===== src/rtl/vga_sync_gen.sv =====
// Porch-framed video timing generator: column/row counters with a
// registered sync, active and frame-start decode aligned to the counts.
module vga_sync_gen #(
  parameter int unsigned c_ACTIVE_COLS = 640,
  parameter int unsigned c_H_FRONT     = 16,
  parameter int unsigned c_H_SYNC      = 96,
  parameter int unsigned c_H_BACK      = 48,
  parameter int unsigned c_ACTIVE_ROWS = 480,
  parameter int unsigned c_V_FRONT     = 10,
  parameter int unsigned c_V_SYNC      = 2,
  parameter int unsigned c_V_BACK      = 33,
  parameter bit          c_SYNC_POL    = 1'b0
) (
  input  logic       i_Clk,
  input  logic       i_Reset,
  input  logic       i_Pix_En,
  output logic       o_HSync,
  output logic       o_VSync,
  output logic       o_Active,
  output logic [9:0] o_Col_Count,
  output logic [9:0] o_Row_Count,
  output logic       o_Frame_Start
);

  localparam int unsigned TOTAL_COLS =
    c_ACTIVE_COLS + c_H_FRONT + c_H_SYNC + c_H_BACK;
  localparam int unsigned TOTAL_ROWS =
    c_ACTIVE_ROWS + c_V_FRONT + c_V_SYNC + c_V_BACK;

  localparam logic [9:0] COL_LAST = 10'(TOTAL_COLS - 1);
  localparam logic [9:0] ROW_LAST = 10'(TOTAL_ROWS - 1);
  localparam logic [9:0] ACT_COLS = 10'(c_ACTIVE_COLS);
  localparam logic [9:0] ACT_ROWS = 10'(c_ACTIVE_ROWS);
  localparam logic [9:0] HS_FIRST =
    10'(c_ACTIVE_COLS + c_H_FRONT);
  localparam logic [9:0] HS_LAST  =
    10'(c_ACTIVE_COLS + c_H_FRONT + c_H_SYNC - 1);
  localparam logic [9:0] VS_FIRST =
    10'(c_ACTIVE_ROWS + c_V_FRONT);
  localparam logic [9:0] VS_LAST  =
    10'(c_ACTIVE_ROWS + c_V_FRONT + c_V_SYNC - 1);

  logic [9:0] col;
  logic [9:0] row;
  logic       col_wrap;
  logic       row_wrap;
  logic       act_d;
  logic       hs_d;
  logic       vs_d;
  logic       origin;

  always_comb begin
    col_wrap = (col == COL_LAST);
    row_wrap = (row == ROW_LAST);
    origin   = (col == 10'd0) && (row == 10'd0);
    act_d    = (col < ACT_COLS) && (row < ACT_ROWS);
    hs_d     = ~c_SYNC_POL;
    vs_d     = ~c_SYNC_POL;
    if ((col >= HS_FIRST) && (col <= HS_LAST))
      hs_d = c_SYNC_POL;
    if ((row >= VS_FIRST) && (row <= VS_LAST))
      vs_d = c_SYNC_POL;
  end

  // Row only advances on the column wrap, so both wrap together at frame end.
  always_ff @(posedge i_Clk) begin
    if (i_Reset) begin
      col <= 10'd0;
      row <= 10'd0;
    end else if (i_Pix_En) begin
      if (col_wrap) begin
        col <= 10'd0;
        row <= row_wrap ? 10'd0 : row + 10'd1;
      end else begin
        col <= col + 10'd1;
      end
    end
  end

  always_ff @(posedge i_Clk) begin
    if (i_Reset) begin
      o_HSync       <= ~c_SYNC_POL;
      o_VSync       <= ~c_SYNC_POL;
      o_Active      <= 1'b0;
      o_Col_Count   <= 10'd0;
      o_Row_Count   <= 10'd0;
      o_Frame_Start <= 1'b0;
    end else begin
      // Pulse is registered every clock so it stays one clock wide.
      o_Frame_Start <= i_Pix_En && origin;
      if (i_Pix_En) begin
        o_HSync     <= hs_d;
        o_VSync     <= vs_d;
        o_Active    <= act_d;
        o_Col_Count <= col;
        o_Row_Count <= row;
      end
    end
  end

endmodule


===== config.mk =====
export PLATFORM = sky130hd
export DESIGN_NAME = vga_sync_gen
export DESIGN_NICKNAME = d
export VERILOG_FILES = /design/src/rtl/vga_sync_gen.sv
export SDC_FILE = /design/constraint.sdc
export NUM_CORES = 1
export LEC_CHECK = 0
export ABC_CLOCK_PERIOD_IN_PS = 1800
export BUFFER_PORTS_ARGS = -buffer_cell sky130_fd_sc_hd__buf_4
export CAP_MARGIN = 20
export CORE_ASPECT_RATIO = 1.1
export CORE_MARGIN = 4
export CORE_UTILIZATION = 30
export CTS_BUF_LIST = sky130_fd_sc_hd__clkbuf_4 sky130_fd_sc_hd__clkbuf_8
export DETAILED_ROUTE_END_ITERATION = 7
export PLACE_DENSITY_LB_ADDON = 0.25
export SYNTH_ARGS = -nofsm -noshare
export SYNTH_HDL_FRONTEND = slang
export SYNTH_SLANG_ARGS = --single-unit

===== constraint.sdc =====
create_clock -name i_Clk -period 1.8 [get_ports i_Clk]
set_input_delay 0.36 -clock i_Clk [delete_from_list [all_inputs] [get_ports i_Clk]]
set_output_delay 0.36 -clock i_Clk [all_outputs]
set_load 0.05 [all_outputs]

### Word-level counts from Yosys, hierarchy flattened

Cells that the tools add are included.

| storage, ports and cells | value |
|---|---|
| bits in registers | 44 |
| bits in latches | 0 |
| memory bits (writable) | 0 |
| memory bits (read-only) | 0 |
| bits of input ports | 3 |
| output and inout port bits | 24 |
| word-level logic and storage cells | 30 |
| memories kept | 0 |

| operators by class | value |
|---|---|
| add/subtract/negate cells | 2 |
| multipliers | 0 |
| divide/modulo/power cells | 0 |
| $lt $le $gt $ge | 6 |
| equal/unequal tests | 2 |
| shifts and indexed selects | 0 |
| muxes and demuxes | 4 |
| bitwise gates (word level) | 0 |
| reduce and logical (&&, ||, !) cells | 8 |

Operators by type and width:

| cell | number |
|---|---|
| $add A10 B1 Y10 const B | 2 |
| $eq A10 B10 Y1 const B | 2 |
| $logic_not A10 Y1 | 2 |
| $mux W10 | 2 |
| $ge A10 B10 Y1 const B | 1 |
| $ge A10 B9 Y1 const B | 1 |
| $le A10 B10 Y1 const B | 1 |
| $le A10 B9 Y1 const B | 1 |
| $lt A10 B10 Y1 const B | 1 |
| $lt A10 B9 Y1 const B | 1 |
| $logic_and A1 B1 Y1 | 5 |
| $mux W1 | 2 |
| $reduce_and A2 Y1 | 1 |

### Logic depth before layout (Yosys ltp)

Gate-level depths: netlist of run 1.

| depth | value |
|---|---|
| word-level depth | 3 |
| gate-level depth with buffers | 7 |
| gate-level depth less buffers | 6 |

### Worst setup path before layout of run 1

No wires, ideal clock.

| path | value |
|---|---|
| kind | input-to-reg |
| start | in i_Pix_En |
| end | reg row[7] |
| setup time | 70 ps |
| arrival | 1806 ps |
| data required time | 1730 ps |
| slack | -77 ps |
| stages | 5 |
| buffers on the path | 1 |
| path through | clkbuf_1 nand3_1 or4_4 or3_1 a21oi_1 |

| on the way | value |
|---|---|
| longest elaborated chain between the ends | 1 |

RTL lines:

| what | RTL line | RTL |
|---|---|---|
| start: declaration | 16 | `input logic i_Pix_En,` |
| $reduce_and A2 Y1 (no source line) | n/a |  |
| end signal: assignment | 73 | `row <= row_wrap ? 10'd0 : row + 10'd1;` |
| end: declaration | 44 | `logic [9:0] row;` |

Every way passes these cells.
A chain may end at the register's enable or synchronous reset.

### Final worst setup path of run 1

| path | value |
|---|---|
| start | reg col[5] |
| end | reg row[7] |

| on the way | value |
|---|---|
| longest elaborated chain between the ends | 2 |

RTL lines:

| what | RTL line | RTL |
|---|---|---|
| start: declaration | 43 | `logic [9:0] col;` |
| start signal: assignment | 75 | `col <= col + 10'd1;` |
| $eq A10 B10 Y1 | 53 | `col_wrap = (col == COL_LAST);` |
| $reduce_and A2 Y1 (no source line) | n/a |  |

Every way passes these cells.

==> results by group, run 1 <==
Worst setup path
  – Cell at the slowest stage of the critical path: or4b_1
  – Worst Path Required: 2.03 ns
  – Crit path max-delay family: simple AND/OR/NAND/NOR gates
  – Worst path arrival time: 1.99 ns
  – Worst Path Max Fanout: 3
  – Crit. End Element: flop
  – CP max stage delay: 0.52 ns
  – Crit-path cells: or4b_1 -> or4_4 -> or3_1 -> a21oi_1
  – Startpoint Class: flop
  – CP Buf/Inv Count: 0
  – Worst setup path class: reg -> reg

Yosys
  – Average size of a mapped cell: 9.125 um2
  – Post-synth EDFFs: 0
  – Number of distinct library cells after synthesis: 35
  – Post-synth net total: 222
  – Count leader, synth: dfxtp_1
  – Top cell type's share of synthesized area: 44.90%
  – Seq/Total Area, Yosys: 44.90%
  – Post-Syn Area: 1962 um2
  – Ys async rst share: 0%
  – Mapped Cells: 215
  – Yosys warns: 0
  – Flops & latches, synth: 44
  – Synth top cells by count: 44 x dfxtp_1, 33 x nor2_1, 21 x mux2i_1, 15 x clkbuf_1, 9 x nor4_1
  – Synth area leaders: dfxtp_1 45%, mux2i_1 11%, nor2_1 6.3%
  – Most common flop cell mapped by yosys: dfxtp_1
  – Cell taking the most area after synthesis: dfxtp_1

Cells and area
  – Area taken by flip-flops and latches: 880.8 um2
  – Share of cells above drive strength 1: 26.85%
  – Multi-input gate area: 983.4 um2
  – Fill cell count: 647
  – Nets: 263
  – P&R area growth vs syn: 26.53%
  – N_diodes: 0

Place
  – Port Buf Inserts: 26
  – GP Congestion: 0.7765
  – Hpwl dp: 3.472 mm
  – Setup WS pre-CTS: 0.04302 ns

Timing
  – Max_slew headroom: 73.19%
  – Max Slew Vio Count: 0
  – Setup WS post-layout: 0.03756 ns
  – Worst Skew: 0.005029 ns
  – Final Hold Viols: 0
  – RSZ-0062 raised after global routing: yes
  – F_max: 0.5674 GHz
  – Min Clock Period, post-route: 1.762 ns
  – Slew @ Worst Pin: 0.4021 ns
  – Final Cycle Share: 97.91%
  – Final setup fails: 0

Die
  – Chip width: 85.11 um
  – Core Box Area: 6269 um2
  – Die Y-Extent: 92.82 um
  – IO Pins: 27
  – Initial Util: 31.30%
  – Row count: 30
  – Die area: 7899 um2

Route
  – Pre-antenna DRT Iters: 4
  – WL per Instance: 13.93 um
  – Avg Vias per Cell: 4.944
  – Via Count: 1666
  – DRC viols: 0
  – 1st-iter DRT viols: 76
  – Drt total wl: 4.695 mm
  – ANT nets after route: 0

Power
  – Pwr Total: 1.753 mW
  – VDD IR max: 0.4248 mV
  – Leak Pwr: 1.004 nW
  – P per Cell Area: 706.2 nW/um2

Hold path
  – Min-delay worst type: in -> reg

Run status
  – Status: finished, final reports clean

CTS
  – CTS Buf Count: 5
  – CTS Buffer Depth: 2
  – Max H-tree Level: 2
  – Clock latency on the worst-skew pair: 0.29 ns
  – Clock sink count: 44
  – Post CTS Setup Buffer Count: 0
  – Root Driver: clkbuf_8
  – CTS tree: built
  – Reg clk slew, reported paths: 0.08 ns

GRT
  – Largest net degree at the start of global routing: 30
  – GR Overflow Total: 0
  – All-Layer GR Usage: 12.78%
  – Initial antenna violation count: 0
  – Number of global-route vias before repair: 1625
  – First-pass GRT wire length: 8.231 mm

Run
  – Max-cap violation count: 0
placed cells by master, fill, tap and decap left out, drive strengths merged:
cell and count:
or4b 1, nor2b 1, a21bo 2, o21ai 3, nor2 33, a21oi 8, a31oi 1, nand4bb 1
xnor2 6, or2 2, nor4b 2, mux2i 21, or3 2, nand2 8, nor3 4, and3 3
dfxtp 44, nand4 8, nand2b 4, buf 52, o32ai 2, ha 4, clkbuf 8, or4 2
nand4b 1, inv 8, o41ai 1, nand3 4, o22ai 1, xor2 5, o311ai 2, nor4 9
nand3b 4
final timing paths:
kind	slack [ns]	cells past startpoint	startpoint	to
setup reg to reg	0.04	4	col[5]	row[7]
hold / removal	0.36	2	i_Reset	col[1]
setup / recovery	0.04	4	col[5]	row[7]
hold reg to reg	0.47	2	o_Active	o_Active
sequential cells by signal, summed over array words and instances (netlist names):
name	cells
col	10
o_Col_Count	10
o_Row_Count	10
row	10
o_Active	1
o_Frame_Start	1
o_HSync	1
o_VSync	1
logic make-up after synthesis:
logic type	share of synthesized area, %
xor+xnor	4.911
compound gates	7.080
flops	44.90
buf+inv	5.803
fa+ha+maj	2.551
mux	10.71
simple gates	24.04
layout make-up:
cell class | instances | share of cell area, %
inverter | 8 | 1.210
clock buffer | 8 | 3.931
tap | 80 | 4.032
multi-input combinational | 145 | 39.62
sequential | 44 | 35.48
timing repair buffer | 52 | 15.73
where the power goes:
part	switching (mW)	total [mW]	leakage, nW	internal, mW
clock network	0.319	0.662	0.0523	0.343
logic	0.0668	0.107	0.596	0.0400
registers	0.00374	0.984	0.355	0.980
through the flow:
step	utilization, %	setup TNS (ns)	hold slack, ns	cell area (um2)	std cells
6_report	39.60	0	0.3614	2482	337
5_1_grt	39.60	-0.1637	0.3872	2482	337
4_1_cts	39.42	0	0.3612	2471	337
3_5_place_dp	37.86	0	0.4628	2374	329
3_3_place_gp	37.86	0	0.4648	2374	329
2_1_floorplan	-	-0.09869	0.4921	1967	215
what timing repair did:
item | 4_1_cts | 5_1_grt
hold buffers | 0 | 0
endpoints found under the setup margin | 0 | 10
resized for setup | 0 | 2
routing by layer:
layer	up-vias	global-route usage, %	share of wire (%)
li1	832	-	-
met1	802	17.28	48
met2	26	20.34	47
met3	6	1.957	3.6
met4	0	4.881	1.8
met5	-	0	0
Note: power is estimated with default switching activity, not from simulation.
==> run 2: changes to the inputs <==
- CORE_ASPECT_RATIO: 1.1 -> not set
- PLACE_DENSITY: not set -> 0.56
- PLACE_DENSITY_LB_ADDON: 0.25 -> not set
==> results by group, run 2 (synthesis gave the netlist of run 1 again) <==
Route
  – 1st-iter DRT viols: 83
  – Drt total wl: 4.540 mm
  – Pre-antenna DRT Iters: 4
  – Via Count: 1605
  – WL per Instance: 13.63 um
  – Top Layer Used: met4
  – ANT nets after route: 0
  – Met2 wire length: 2.148 mm
  – Metal-1 WL: 2.150 mm
  – Metal3 WL: 172 um
  – Avg Vias per Cell: 4.820
  – DRC viols: 0

Cells and area
  – Commonest non-fill, non-tap cells in the layout: 52 x buf_4, 44 x dfxtp_1, 33 x nor2_1
  – N_diodes: 0
  – P&R area growth vs syn: 26.85%
  – Post-route cell area: 2489 um2
  – Share of cells above drive strength 1: 27.34%
  – Final std cells w/o fill: 333
  – Commonest non-fill, non-tap cell in the layout: buf_4
  – Fill cell count: 646
  – Nets: 263

CTS
  – Max H-tree Level: 2
  – CTS Buffer Depth: 2
  – Clock sink count: 44
  – Clock latency on the worst-skew pair: 0.29 ns
  – CTS Buf Count: 5
  – # hold bufs at CTS: 0
  – Reg clk slew, reported paths: 0.08 ns
  – CTS tree: built
  – Root Driver: clkbuf_8

Worst setup path
  – Worst setup path class: reg -> reg
  – Crit. End Element: flop
  – Worst Path Max Fanout: 3
  – Startpoint Class: flop
  – Worst Path Required: 1.98 ns
  – Worst path arrival time: 1.98 ns

Power
  – Leak Pwr: 1.003 nW
  – P per Cell Area: 701.1 nW/um2
  – VDD IR max: 0.3213 mV

Timing
  – Min Clock Period, post-route: 1.802 ns
  – Setup WS post-layout: -0.001706 ns
  – F_max: 0.5550 GHz
  – Slew @ Worst Pin: 0.3967 ns
  – Setup TNS Final: -0.001706 ns
  – Max_slew headroom: 73.31%
  – Worst Skew: 0.004509 ns
  – RSZ-0062 raised after global routing: yes
  – Max Slew Vio Count: 0
  – Final Hold Viols: 0
  – Final Cycle Share: 100.1%
  – Final setup fails: 1

Place
  – Placed cells: 326
  – GP Congestion: 0.8511
  – Port Buf Inserts: 26
  – Hpwl dp: 3.398 mm
  – DP Area: 2370 um2

Hold path
  – Min-delay worst type: in -> reg

Run
  – Max-cap violation count: 0

Die
  – IO Pins: 27
  – Die area: 7897 um2
  – Core Box Area: 6350 um2
  – Initial Util: 30.90%
  – Chip width: 88.87 um
  – Row count: 29
  – Die Y-Extent: 88.87 um

GRT
  – Largest net degree at the start of global routing: 21
  – Initial antenna violation count: 0
  – Number of global-route vias before repair: 1583
  – First-pass GRT wire length: 7.555 mm
  – All-Layer GR Usage: 12.31%
  – GR Overflow Total: 0

Run status
  – Status: finished, violations left
  – Failing checks: setup timing
run 2: final timing paths:
path,slack [ns],cells after the start,end,start
setup / recovery,-0.002,5,row[9],col[5]
hold / removal,0.39,2,o_Col_Count[6],i_Reset
setup reg to reg,-0.002,5,row[9],col[5]
hold reg to reg,0.47,2,o_Active,o_Active
run 2: area by class of cell:
| class | instances | area, um2 | area share (%) |
|---|---|---|---|
| Multi-Input combinational cell | 145 | 994.7 | 39.97 |
| Sequential cell | 44 | 880.8 | 35.39 |
| Timing Repair Buffer | 52 | 390.4 | 15.69 |
| Clock buffer | 7 | 96.34 | 3.871 |
| Tap cell | 77 | 96.34 | 3.871 |
| Inverter | 8 | 30.03 | 1.207 |
run 2: per-layer routing:
layer,vias up,track usage [%]
li1,826,-
met1,744,16.51
met2,30,19.64
met3,5,2.235
met4,0,4.670
met5,-,0
run 2: what timing repair did:
item / 4_1_cts / 5_1_grt
setup buffers: 0 / 0
resized for setup: 0 / 4
setup endpoints to repair: 0 / 6
run 2: critical path, cell delays in order (launching register included):
cell	delay, ns
dfxtp_1	0.31
or4b_1	0.52
or4_4	0.43
buf_4	0.16
o21ai_0	0.20
a21oi_2	0.07
run 2: power breakdown:
| group | internal (mW) | total [mW] | leakage, nW | switching, mW |
|---|---|---|---|---|
| combinational | 0.0413 | 0.107 | 0.597 | 0.0657 |
| clock | 0.342 | 0.653 | 0.0503 | 0.311 |
| sequential | 0.981 | 0.984 | 0.355 | 0.00390 |
| total | 1.36 | 1.74 | 1.00 | 0.381 |
run 2: metrics by stage:
| step | setup slack, ns | power [mW] | hold WS (ns) | utilization, % |
|---|---|---|---|---|
| global route | -0.05551 | 1.817 | 0.4011 | 39.19 |
| CTS | 0.01125 | 1.771 | 0.3929 | 38.84 |
| finish | -0.001706 | 1.745 | 0.3938 | 39.19 |
| floorplan | -0.04936 | 1.082 | 0.4921 | - |
| global placement | 0.07017 | 1.115 | 0.4638 | 37.32 |
| detailed placement | 0.02727 | 1.115 | 0.4622 | 37.32 |
